### src/rtl/rom_stream_reader_pkg.sv
// Shared helpers for the ROM stream reader slice: pointer sizing for the
// power-of-two FIFOs and the credit counter.
package rom_stream_reader_pkg;

  function automatic int unsigned ptr_bits(input int unsigned depth);
    return (depth > 1) ? $clog2(depth) : 1;
  endfunction

endpackage

### src/rtl/rom_stream_reader_axis_fifo_sync.sv
// Synchronous FIFO with async active-high reset. Pointers carry one extra
// wrap bit so full and empty are distinguishable. DEPTH must be a power of two.
module axis_fifo_sync
  import rom_stream_reader_pkg::*;
#(
  parameter int unsigned WIDTH = 1,
  parameter int unsigned DEPTH = 4
) (
  input  logic             clk_i,
  input  logic             rst_i,
  input  logic             push_i,
  input  logic [WIDTH-1:0] data_i,
  input  logic             pop_i,
  output logic [WIDTH-1:0] head_o,
  output logic             full_o,
  output logic             empty_o
);

  localparam int unsigned AW = ptr_bits(DEPTH);

  logic [WIDTH-1:0] mem_q [DEPTH];
  logic [AW:0]      wr_q, wr_d;
  logic [AW:0]      rd_q, rd_d;
  logic             push_ok;
  logic             pop_ok;

  assign full_o  = (wr_q[AW] != rd_q[AW]) && (wr_q[AW-1:0] == rd_q[AW-1:0]);
  assign empty_o = (wr_q == rd_q);
  assign head_o  = mem_q[rd_q[AW-1:0]];

  assign push_ok = push_i && !full_o;
  assign pop_ok  = pop_i && !empty_o;

  always_comb begin
    wr_d = wr_q;
    rd_d = rd_q;
    if (push_ok) wr_d = wr_q + (AW+1)'(1);
    if (pop_ok)  rd_d = rd_q + (AW+1)'(1);
  end

  always_ff @(posedge clk_i or posedge rst_i) begin
    if (rst_i) begin
      wr_q <= '0;
      rd_q <= '0;
    end else begin
      wr_q <= wr_d;
      rd_q <= rd_d;
    end
  end

  // Storage is not reset; visibility is governed entirely by the pointers.
  always_ff @(posedge clk_i) begin
    if (push_ok) mem_q[wr_q[AW-1:0]] <= data_i;
  end

endmodule

### src/rtl/rom_stream_reader.sv
// AXI-Stream address-in / data-out bridge to a single-cycle en/addr/data/ack
// ROM port, with credit-based flow control so no ROM response is dropped.
module rom_stream_reader
  import rom_stream_reader_pkg::*;
#(
  parameter int unsigned ADDR_WIDTH = 8,
  parameter int unsigned DATA_WIDTH = 8,
  parameter int unsigned DEPTH      = 4
) (
  input  logic                  clk,
  input  logic                  rst,
  input  logic [ADDR_WIDTH-1:0] s_axis_tdata,
  input  logic                  s_axis_tvalid,
  output logic                  s_axis_tready,
  input  logic                  s_axis_tlast,
  output logic [DATA_WIDTH-1:0] m_axis_tdata,
  output logic                  m_axis_tvalid,
  input  logic                  m_axis_tready,
  output logic                  m_axis_tlast,
  output logic                  rom_en,
  output logic [ADDR_WIDTH-1:0] rom_addr,
  input  logic [DATA_WIDTH-1:0] rom_data,
  input  logic                  rom_ack,
  output logic                  err
);

  localparam int unsigned CW = ptr_bits(DEPTH) + 1;

  logic [CW-1:0]       cnt_q, cnt_d;
  logic                err_q, err_d;
  logic                issue;
  logic                out_hs;

  logic                tag_head;
  logic                tag_full;
  logic                tag_empty;
  logic                tag_pop;

  logic [DATA_WIDTH:0] rsp_head;
  logic                rsp_full;
  logic                rsp_empty;
  logic                rsp_push;
  logic                ack_bad;

  // Credits cover in-flight reads plus buffered words, so the tag queue can
  // never be full while a credit remains; the tag_full term is redundant.
  assign s_axis_tready = !rst && (cnt_q < CW'(DEPTH)) && !tag_full;
  assign issue         = s_axis_tvalid && s_axis_tready;

  assign rom_en        = issue;
  assign rom_addr      = issue ? s_axis_tdata : '0;

  assign m_axis_tvalid = !rsp_empty;
  assign m_axis_tdata  = rsp_empty ? '0 : rsp_head[DATA_WIDTH-1:0];
  assign m_axis_tlast  = !rsp_empty && rsp_head[DATA_WIDTH];
  assign out_hs        = m_axis_tvalid && m_axis_tready;

  assign ack_bad       = rom_ack && (tag_empty || rsp_full);
  assign rsp_push      = rom_ack && !ack_bad;
  assign tag_pop       = rsp_push;
  assign err           = err_q;

  always_comb begin
    cnt_d = cnt_q;
    err_d = err_q | ack_bad;
    unique case ({issue, out_hs})
      2'b10:   cnt_d = cnt_q + CW'(1);
      2'b01:   cnt_d = cnt_q - CW'(1);
      default: cnt_d = cnt_q;
    endcase
  end

  always_ff @(posedge clk or posedge rst) begin
    if (rst) begin
      cnt_q <= '0;
      err_q <= 1'b0;
    end else begin
      cnt_q <= cnt_d;
      err_q <= err_d;
    end
  end

  axis_fifo_sync #(
    .WIDTH (1),
    .DEPTH (DEPTH)
  ) u_tag_q (
    .clk_i   (clk),
    .rst_i   (rst),
    .push_i  (issue),
    .data_i  (s_axis_tlast),
    .pop_i   (tag_pop),
    .head_o  (tag_head),
    .full_o  (tag_full),
    .empty_o (tag_empty)
  );

  axis_fifo_sync #(
    .WIDTH (DATA_WIDTH + 1),
    .DEPTH (DEPTH)
  ) u_rsp_q (
    .clk_i   (clk),
    .rst_i   (rst),
    .push_i  (rsp_push),
    .data_i  ({tag_head, rom_data}),
    .pop_i   (out_hs),
    .head_o  (rsp_head),
    .full_o  (rsp_full),
    .empty_o (rsp_empty)
  );

endmodule

### config.mk
export PLATFORM = sky130hd
export DESIGN_NAME = rom_stream_reader
export DESIGN_NICKNAME = d
export VERILOG_FILES = /design/src/rtl/rom_stream_reader_pkg.sv /design/src/rtl/rom_stream_reader_axis_fifo_sync.sv /design/src/rtl/rom_stream_reader.sv
export SDC_FILE = /design/constraint.sdc
export NUM_CORES = 1
export LEC_CHECK = 0
export ABC_CLOCK_PERIOD_IN_PS = 5400
export BUFFER_PORTS_ARGS = -buffer_cell sky130_fd_sc_hd__buf_2
export CORE_ASPECT_RATIO = 1.75
export CORE_MARGIN = 2
export CORE_UTILIZATION = 60
export DETAILED_ROUTE_END_ITERATION = 7
export GPL_TIMING_DRIVEN = 1
export PLACE_DENSITY = 0.84
export SLEW_MARGIN = 5
export SYNTH_ARGS = -nofsm -noshare
export SYNTH_HDL_FRONTEND = slang
export SYNTH_SLANG_ARGS = --single-unit
### constraint.sdc
create_clock -name clk -period 5.4 [get_ports clk]
set_clock_uncertainty 0.05 [all_clocks]
set_input_delay 0 -clock clk [delete_from_list [all_inputs] [get_ports clk]]
set_output_delay 0 -clock clk [all_outputs]
set_load 0.03 [all_outputs]
==> run summary, run 1 <==
total track usage -> 21.2%
CP required -> 5560 ps
Post-CTS Setup Bufs -> 0
f_max -> 346 MHz
layout cells sized above 1 -> 34.6%
final hold violations -> 0
Clk pwr share -> 12.3%
cells after synthesis -> 150
Reg power frac -> 39.7%
FF-to-FF path depth -> 8
Max-slew headroom -> 52.8%
root buffer cell -> clkbuf_8
Reg2Reg Setup Slack -> 2510 ps
largest net degree at the start of global routing -> 18
P_leak -> 1.23 nW
Final Cycle Share -> 53.5%
Reg clk slew, reported paths -> 90 ps
Setup WS pre-CTS -> 2430 ps
Die Y -> 90.3 um
WHS Path Cells -> 4
Comb power frac -> 48.0%
sequential cell area fraction in the yosys report -> 62.7%
Avg Inst Size Synth -> 17.0 um^2
setup slack after layout -> 2510 ps
Num CTS Buffers -> 5
Sw Ratio -> 40.6%
cell row count -> 31
fillcell total -> 265
Net Switching -> 760 uW
commonest cells after routing, fill and taps aside -> buf_2, edfxtp_1, and2_1
final setup vio count -> 0
Reg-to-Reg End -> cnt_q[2]
internal power -> 1.11 mW
final instance area -> 0.00302 mm^2
Post-Route Setup TNS -> 0 ps
Detail Route Antenna Nets -> 0
Routed WL -> 4380 um
cell taking the most area after synthesis -> edfxtp_1
chip width -> 53.3 um
CTS tree -> yes
Starting DRT DRC Count -> 21
Hold Path Origin -> s_axis_tvalid
Num Clock Sinks -> 56
antenna violations before repair -> 0
fin. max-slew vios -> 0
CP Launch Type -> register
H-tree Lvls -> 2
CP top delay family -> flip-flops
VDD IR max -> 407 uV
Synth cell types -> 31
CP Launch Point -> u_rsp_q.rd_q[0]
worst r2r src -> u_rsp_q.rd_q[0]
Synth Cell Area -> 0.00255 mm^2
RSZ-0062 raised after global routing -> no
slew of the pin with the lowest slew margin -> 707 ps
CP most frequent cell -> xnor2_1
DP HPWL -> 3270 um
area of the core -> 0.00411 mm^2
I/O Pins -> 43
syn_nets -> 184
Worst Path Arrival -> 3060 ps
crit-path cells -> xnor2_1 > nand3_1 > and2_1 > ha_1 > fa_1 > xnor2_1 > nor2_1 > xor2_1
DIE AREA -> 0.00481 mm^2
leading cell type in the layout, fill and taps excluded -> buf_2
vias in the first global route -> 1,533
CP peak stage delay -> 810 ps
crit path max fanout -> 12
Placer Congestion -> 0.749
TritonRoute pass-1 iters -> 4
# DRC -> 0
CP endpoint kind -> register
vias after detailed routing -> 1,408
Post-synth EDFFs -> 40
top area cells in the synthesized netlist -> edfxtp_1, dfrtp_1, mux4_2
Hold Crit Class -> input pin to register
DP Area -> 0.00280 mm^2
#FFs+latches synth -> 56
Period minus WS final -> 2890 ps
total global routing overflow -> 0
maximum capacitance violations -> 0
Layout area overhead -> 18.2%
Via-to-Cell Ratio -> 5.48
later-pin clock latency in the skew report -> 300 ps
Worst path slowest cell -> dfrtp_1
initial core utilization -> 62.1%
outcome -> finished, final reports clean
# port buffers -> 42
Primary FF master, synth -> edfxtp_1
global-route wire length before repair -> 7180 um
worst hold endpoint -> u_tag_q.wr_q[0]
PD cells -> 621 mW/mm^2
antenna cells -> 0
total power -> 1.87 mW
Synth top area share -> 47.1%
Net count, final -> 241
Buf/Inv on CP -> 0
Setup CP Type -> register to register
CTS max path bufs -> 2
Ys Warns -> 0
Synth async-reset ratio -> 28.6%
Avg WL per Cell -> 17.0 um
-- power groups by stage --
stage / Sequential, mW / Clock (mW) / Combinational, mW
after floorplan: 0.697 / 0 / 0.733
after global placement: 0.741 / 0 / 0.860
after detailed placement: 0.756 / 0 / 0.906
after CTS: 0.747 / 0.236 / 0.916
after global routing: 0.762 / 0.249 / 0.981
final: 0.743 / 0.230 / 0.900
-- state kept, by name, indices dropped and copies added (netlist names) --
register	count
cnt_q	3
err	1
u_rsp_q.mem_q	36
u_rsp_q.rd_q	3
u_rsp_q.wr_q	3
u_tag_q.mem_q	4
u_tag_q.rd_q	3
u_tag_q.wr_q	3
-- metrics by stage --
step | utilization [%] | std cells | hold slack [ps]
6_report | 73.4 | 257 | 215
5_1_grt | 73.4 | 257 | 237
4_1_cts | 73.4 | 257 | 218
3_5_place_dp | 68.2 | 237 | 88.2
3_3_place_gp | 68.2 | 237 | 61.3
2_1_floorplan | - | 150 | -136
-- layout make-up --
type | count | area [um^2] | area share (%)
Sequential cell | 56 | 1600 | 53.1
Timing Repair Buffer | 54 | 330 | 10.9
Clock inverter | 1 | 7.51 | 0.249
Tap cell | 49 | 61.3 | 2.03
Inverter | 6 | 22.5 | 0.746
Multi-Input combinational cell | 84 | 908 | 30.1
Clock buffer | 7 | 86.3 | 2.86
-- metal layers --
layer | part of all wire, % | global-route usage (%) | up-vias
li1 | - | - | 654
met1 | 36 | 23.4 | 710
met2 | 59 | 37.8 | 35
met3 | 3.3 | 3.15 | 9
met4 | 2.1 | 9.83 | 0
met5 | 0 | 0 | -
-- synthesized netlist by cell type, types with 2 or more instances --
| cell | count |
|---|---|
| edfxtp_1 | 40 |
| and2_1 | 22 |
| dfrtp_1 | 16 |
| ha_1 | 11 |
| mux4_2 | 10 |
| xnor2_1 | 10 |
| inv_1 | 6 |
| xor2_1 | 4 |
| and3_1 | 3 |
| clkbuf_1 | 2 |
| mux2_2 | 2 |
| mux2_4 | 2 |
| nand2_1 | 2 |
| nand3_1 | 2 |
| xnor2_2 | 2 |
-- worst max path at each step --
stage,to,slack [ps],cells after the start
floorplan,cnt_q[2],3060,9
global placement,cnt_q[2],2630,8
detailed placement,cnt_q[2],2430,8
CTS,cnt_q[2],2420,8
global route,cnt_q[2],2300,8
finish,cnt_q[2],2510,8
-- worst register-to-register path, cell delays in order (launching register included) --
cell     delay [ps]
dfrtp_1         810
xnor2_1         220
nand3_1         340
and2_1          340
ha_1            230
fa_1            380
xnor2_1         130
nor2_1          120
xor2_1          190
-- repair_timing --
item / 4_1_cts / 5_1_grt
resized for setup: 0 / 0
hold endpoints to repair: 56 / 0
hold buffers: 12 / 0
-- logic make-up (layout without fill, tap and decap cells) --
logic type / after synthesis / after routing / share of synthesized area (%)
DFF: 56 / 56 / 62.7
and+or+nand+nor: 37 / 37 / 10.1
xor gates and xnor gates: 17 / 17 / 6.72
muxes: 14 / 14 / 10.9
adders and majority gates: 12 / 12 / 6.18
buffers and inverters: 10 / 68 / 1.67
AOI/OAI and AO/OA: 4 / 4 / 1.67
No activity file was read; power rests on OpenSTA's default activity.
==> run 2, diff against run 1 <==
Settings changed: ABC_CLOCK_PERIOD_IN_PS 5400 to 2510, CORE_UTILIZATION 60 to 50, PLACE_DENSITY 0.84 to 0.75.
Clock period 5.4 ns to 2.51 ns, I/O delays scaled along.
==> run 2 against run 1 <==
Net effect:
- flip-flop and latch count did not move
- global-route usage shrank 4.3 points
- routed wire length increased by 0.43%
- critical endpoint unchanged
- highest routed layer unchanged
- worst hold slack gained 52 ps
- critical path type unchanged
==> run summary, run 2 (same netlist as run 1, synthesis figures left out) <==
slew of the pin with the lowest slew margin -> 632 ps
largest net degree at the start of global routing -> 19
vias after detailed routing -> 1,414
Post-CTS Setup Bufs -> 0
VDD IR max -> 897 uV
Reg-to-Reg End -> cnt_q[2]
CTS tree -> yes
Largest register FFs -> 36
PD cells -> 1340 mW/mm^2
Via-to-Cell Ratio -> 5.32
total global routing overflow -> 0
Hold Crit Class -> input pin to asynchronous set/reset pin
initial core utilization -> 51.7%
RSZ-0062 raised after global routing -> no
root buffer cell -> clkbuf_8
DP HPWL -> 3170 um
Net count, final -> 245
Starting DRT DRC Count -> 35
Die Y -> 98.5 um
chip width -> 58.0 um
total track usage -> 16.9%
H-tree Lvls -> 2
fillcell total -> 362
Layout area overhead -> 19.6%
Detail Route Antenna Nets -> 0
Num CTS Buffers -> 5
DIE AREA -> 0.00572 mm^2
dpl cells -> 246
# DRC -> 0
# port buffers -> 42
Post-Route Setup TNS -> 0 ps
fin. max-slew vios -> 0
fin util -> 61.8%
CP Launch Type -> register
vias in the first global route -> 1,535
Final Cycle Share -> 88.9%
Max-slew headroom -> 57.8%
layout cells sized above 1 -> 36.3%
global-route wire length before repair -> 7150 um
f_max -> 448 MHz
Reg2Reg Setup Slack -> 280 ps
CP endpoint kind -> register
Avg WL per Cell -> 16.5 um
total power -> 4.08 mW
Num Clock Sinks -> 56
leading cell type in the layout, fill and taps excluded -> buf_2
CTS max path bufs -> 2
maximum capacitance violations -> 0
outcome -> finished, final reports clean
I/O Pins -> 43
Period minus WS final -> 2230 ps
antenna violations before repair -> 0
area of the core -> 0.00493 mm^2
worst r2r src -> cnt_q[2]
commonest cells after routing, fill and taps aside -> buf_2, edfxtp_1, and2_1
final hold violations -> 0
final setup vio count -> 0
PostCTS Resize Cnt -> 0
Worst Path Arrival -> 2420 ps
Reg clk slew, reported paths -> 100 ps
antenna cells -> 0
FF-to-FF path depth -> 8
cell row count -> 34
later-pin clock latency in the skew report -> 310 ps
Setup CP Type -> register to register
P_leak -> 1.25 nW
CP required -> 2700 ps
fin cells -> 266
Placer Congestion -> 0.745
TritonRoute pass-1 iters -> 4
crit path max fanout -> 3
Routed WL -> 4400 um
-- run 2: cell count changes in the layout (fill, tap and decap cells not counted), sizes merged --
cell	delta
clkbuf	-2
clkinvlp	-1
buf	+4
inv	+1
clkinv	+2
-- run 2: layer usage --
layer / GRT usage [%] / part of all wire [%]
met5: 0 / 0
met4: 6.44 / 2.0
met3: 3.28 / 3.6
met2: 31.3 / 57
met1: 18.4 / 37
-- run 2: repair_timing --
action / in CTS / in global routing
setup endpoints to repair: 0 / 0
hold buffers: 12 / 0
endpoints found under the hold margin: 55 / 0
-- run 2: final cells by class --
type                       count  area [um^2]  area share, %
inverter                       6         22.5          0.738
timing repair buffer          58          360           11.8
clock inverter                 3         22.5          0.738
tap                           54         67.6           2.21
sequential                    56         1600           52.5
clock buffer                   5         68.8           2.26
multi-input combinational     84          908           29.8
-- run 2: worst max path at each step --
| stage | end | startpoint |
|---|---|---|
| after floorplan | cnt_q[2] | cnt_q[2] |
| after global placement | cnt_q[2] | cnt_q[2] |
| after detailed placement | cnt_q[2] | cnt_q[2] |
| after CTS | cnt_q[2] | cnt_q[2] |
| after global routing | cnt_q[2] | u_rsp_q.wr_q[0] |
| final | cnt_q[2] | cnt_q[2] |
-- run 2: per-stage QoR --
step / worst slack [ps] / hold slack (ps) / cell area [um^2]
after floorplan: 167 / -136 / 2550
after global placement: 389 / 64.5 / 2840
after detailed placement: 305 / 86.8 / 2840
after CTS: 268 / 292 / 3050
after global routing: 84.0 / 312 / 3050
final: 278 / 267 / 3050
-- run 2: critical path, stage by stage, from the launching register on --
cell and delay, ps:
dfrtp_1 420, or3b_4 420, a31oi_4 150, inv_1 60, ha_1 230, fa_1 390
xnor2_1 130, nor2_1 110, xor2_1 180
-- run 2: power by group --
part           total (mW)  internal, mW  switching (mW)
clock               0.500         0.201           0.299
combinational        2.07         0.889            1.18
sequential           1.51          1.32           0.192
==> run 3, diff against run 2 <==
Settings changed: CORE_MARGIN 2 to 5, CTS_BUF_LIST set to sky130_fd_sc_hd__clkbuf_8 sky130_fd_sc_hd__clkbuf_16.
==> run 3 against run 2 <==
Net effect:
- first-iteration DRC count fell by 51%
- global-route usage fell by 2.4 points
- die area rose by 17%
- worst hold slack improved by 5.8 ps
- register-to-register slack improved by 20 ps
- sequential power barely moved
- total power fell by 0.38%
- flip-flop and latch count did not move
==> run summary, run 3 (same netlist as run 1, synthesis figures left out) <==
vias after detailed routing -> 1,414
dpl cells -> 246
fin util -> 61.3%
total track usage -> 14.6%
Reg clk slew, reported paths -> 110 ps
CTS max path bufs -> 2
vias in the first global route -> 1,604
Final Cycle Share -> 88.0%
Detail Route Antenna Nets -> 0
DP HPWL -> 3410 um
chip width -> 64.0 um
# DRC -> 0
worst r2r src -> cnt_q[2]
P_leak -> 1.24 nW
PD cells -> 1330 mW/mm^2
Setup CP Type -> register to register
Hold Crit Class -> input pin to asynchronous set/reset pin
leading cell type in the layout, fill and taps excluded -> buf_2
CP required -> 2690 ps
Reg-to-Reg End -> cnt_q[2]
Die Y -> 105 um
initial core utilization -> 51.3%
final hold violations -> 0
Net count, final -> 245
CP endpoint kind -> register
antenna cells -> 0
Layout area overhead -> 19.5%
CP Launch Type -> register
I/O Pins -> 43
TritonRoute pass-1 iters -> 4
Routed WL -> 4450 um
Worst path slowest cell -> dfrtp_1
Reg2Reg Setup Slack -> 300 ps
slew of the pin with the lowest slew margin -> 619 ps
fin. max-slew vios -> 0
Max-slew headroom -> 58.7%
Worst Path Arrival -> 2390 ps
VDD IR max -> 931 uV
H-tree Lvls -> 2
Post-CTS Setup Bufs -> 0
Num CTS Buffers -> 5
commonest cells after routing, fill and taps aside -> buf_2, edfxtp_1, and2_1
PostCTS Resize Cnt -> 0
Period minus WS final -> 2210 ps
area of the core -> 0.00498 mm^2
maximum capacitance violations -> 0
final instance area -> 0.00305 mm^2
CTS tree -> yes
Placer Congestion -> 0.790
Post-CTS Hold Buffers -> 12
largest net degree at the start of global routing -> 19
antenna violations before repair -> 0
global-route wire length before repair -> 7530 um
Largest register FFs -> 36
Post-Route Setup TNS -> 0 ps
root buffer cell -> clkbuf_8
f_max -> 453 MHz
crit path max fanout -> 3
outcome -> finished, final reports clean
Min Hold Slack -> 273 ps
cell row count -> 34
Starting DRT DRC Count -> 17
final setup vio count -> 0
RSZ-0062 raised after global routing -> no
later-pin clock latency in the skew report -> 310 ps
# port buffers -> 42
DP Area -> 0.00284 mm^2
layout cells sized above 1 -> 36.3%
CP peak stage delay -> 420 ps
DIE AREA -> 0.00669 mm^2
Num Clock Sinks -> 56
Avg WL per Cell -> 16.7 um
fin cells -> 266
crit-path cells -> or3b_4 > a31oi_4 > inv_1 > ha_1 > fa_1 > xnor2_1 > nor2_1 > xor2_1
total global routing overflow -> 0
Via-to-Cell Ratio -> 5.32
FF-to-FF path depth -> 8
run 3: changes by cell type in the layout (fill, tap and decap cells not counted):
cell / previous run / this run
clkinv_4: 1 / 0
clkinvlp_4: 0 / 1
run 3: power breakdown:
group,total (mW),internal [mW],switching [mW]
Sequential,1.51,1.32,0.194
Combinational,2.06,0.887,1.17
Clock,0.493,0.199,0.295
Total,4.07,2.41,1.66
run 3: critical path: cells and delay by family, from the launching register on:
family          cells  cell delay [ps]
xor+xnor            2              300
buf+inv             1               60
simple gates        2              530
fa+ha+maj           2              620
compound gates      1              160
flops               1              420
run 3: cell type report:
| class | instances | area [um^2] |
|---|---|---|
| clock buffers | 5 | 68.8 |
| clock inverters | 3 | 21.3 |
| fillers | 365 | 1930 |
| inverters | 6 | 22.5 |
| multi-input cells | 84 | 908 |
| flip-flops and latches | 56 | 1600 |
| well taps | 54 | 67.6 |
| repair buffers | 58 | 360 |
run 3: how the worst max path moves through the flow:
stage                               start        to  slack [ps]  cells past startpoint
after detailed placement         cnt_q[2]  cnt_q[2]         310                      8
after global routing      u_rsp_q.wr_q[0]  cnt_q[2]         150                      8
after CTS                        cnt_q[2]  cnt_q[2]         270                      8
after global placement           cnt_q[2]  cnt_q[2]         390                      8
after floorplan                  cnt_q[2]  cnt_q[2]         170                      9
final                            cnt_q[2]  cnt_q[2]         300                      8
run 3: routing by layer:
| metal | track usage, % | share of wire, % |
|---|---|---|
| met1 | 15.0 | 35 |
| met4 | 5.79 | 1.4 |
| met3 | 3.89 | 5.8 |
| met5 | 0 | 0 |
| met2 | 26.8 | 58 |
run 3: stage by stage:
stage | power, mW | setup slack, ps
finish | 4.07 | 301
global route | 4.33 | 150
CTS | 4.13 | 274
detailed placement | 3.62 | 308
global placement | 3.51 | 391
floorplan | 3.08 | 167
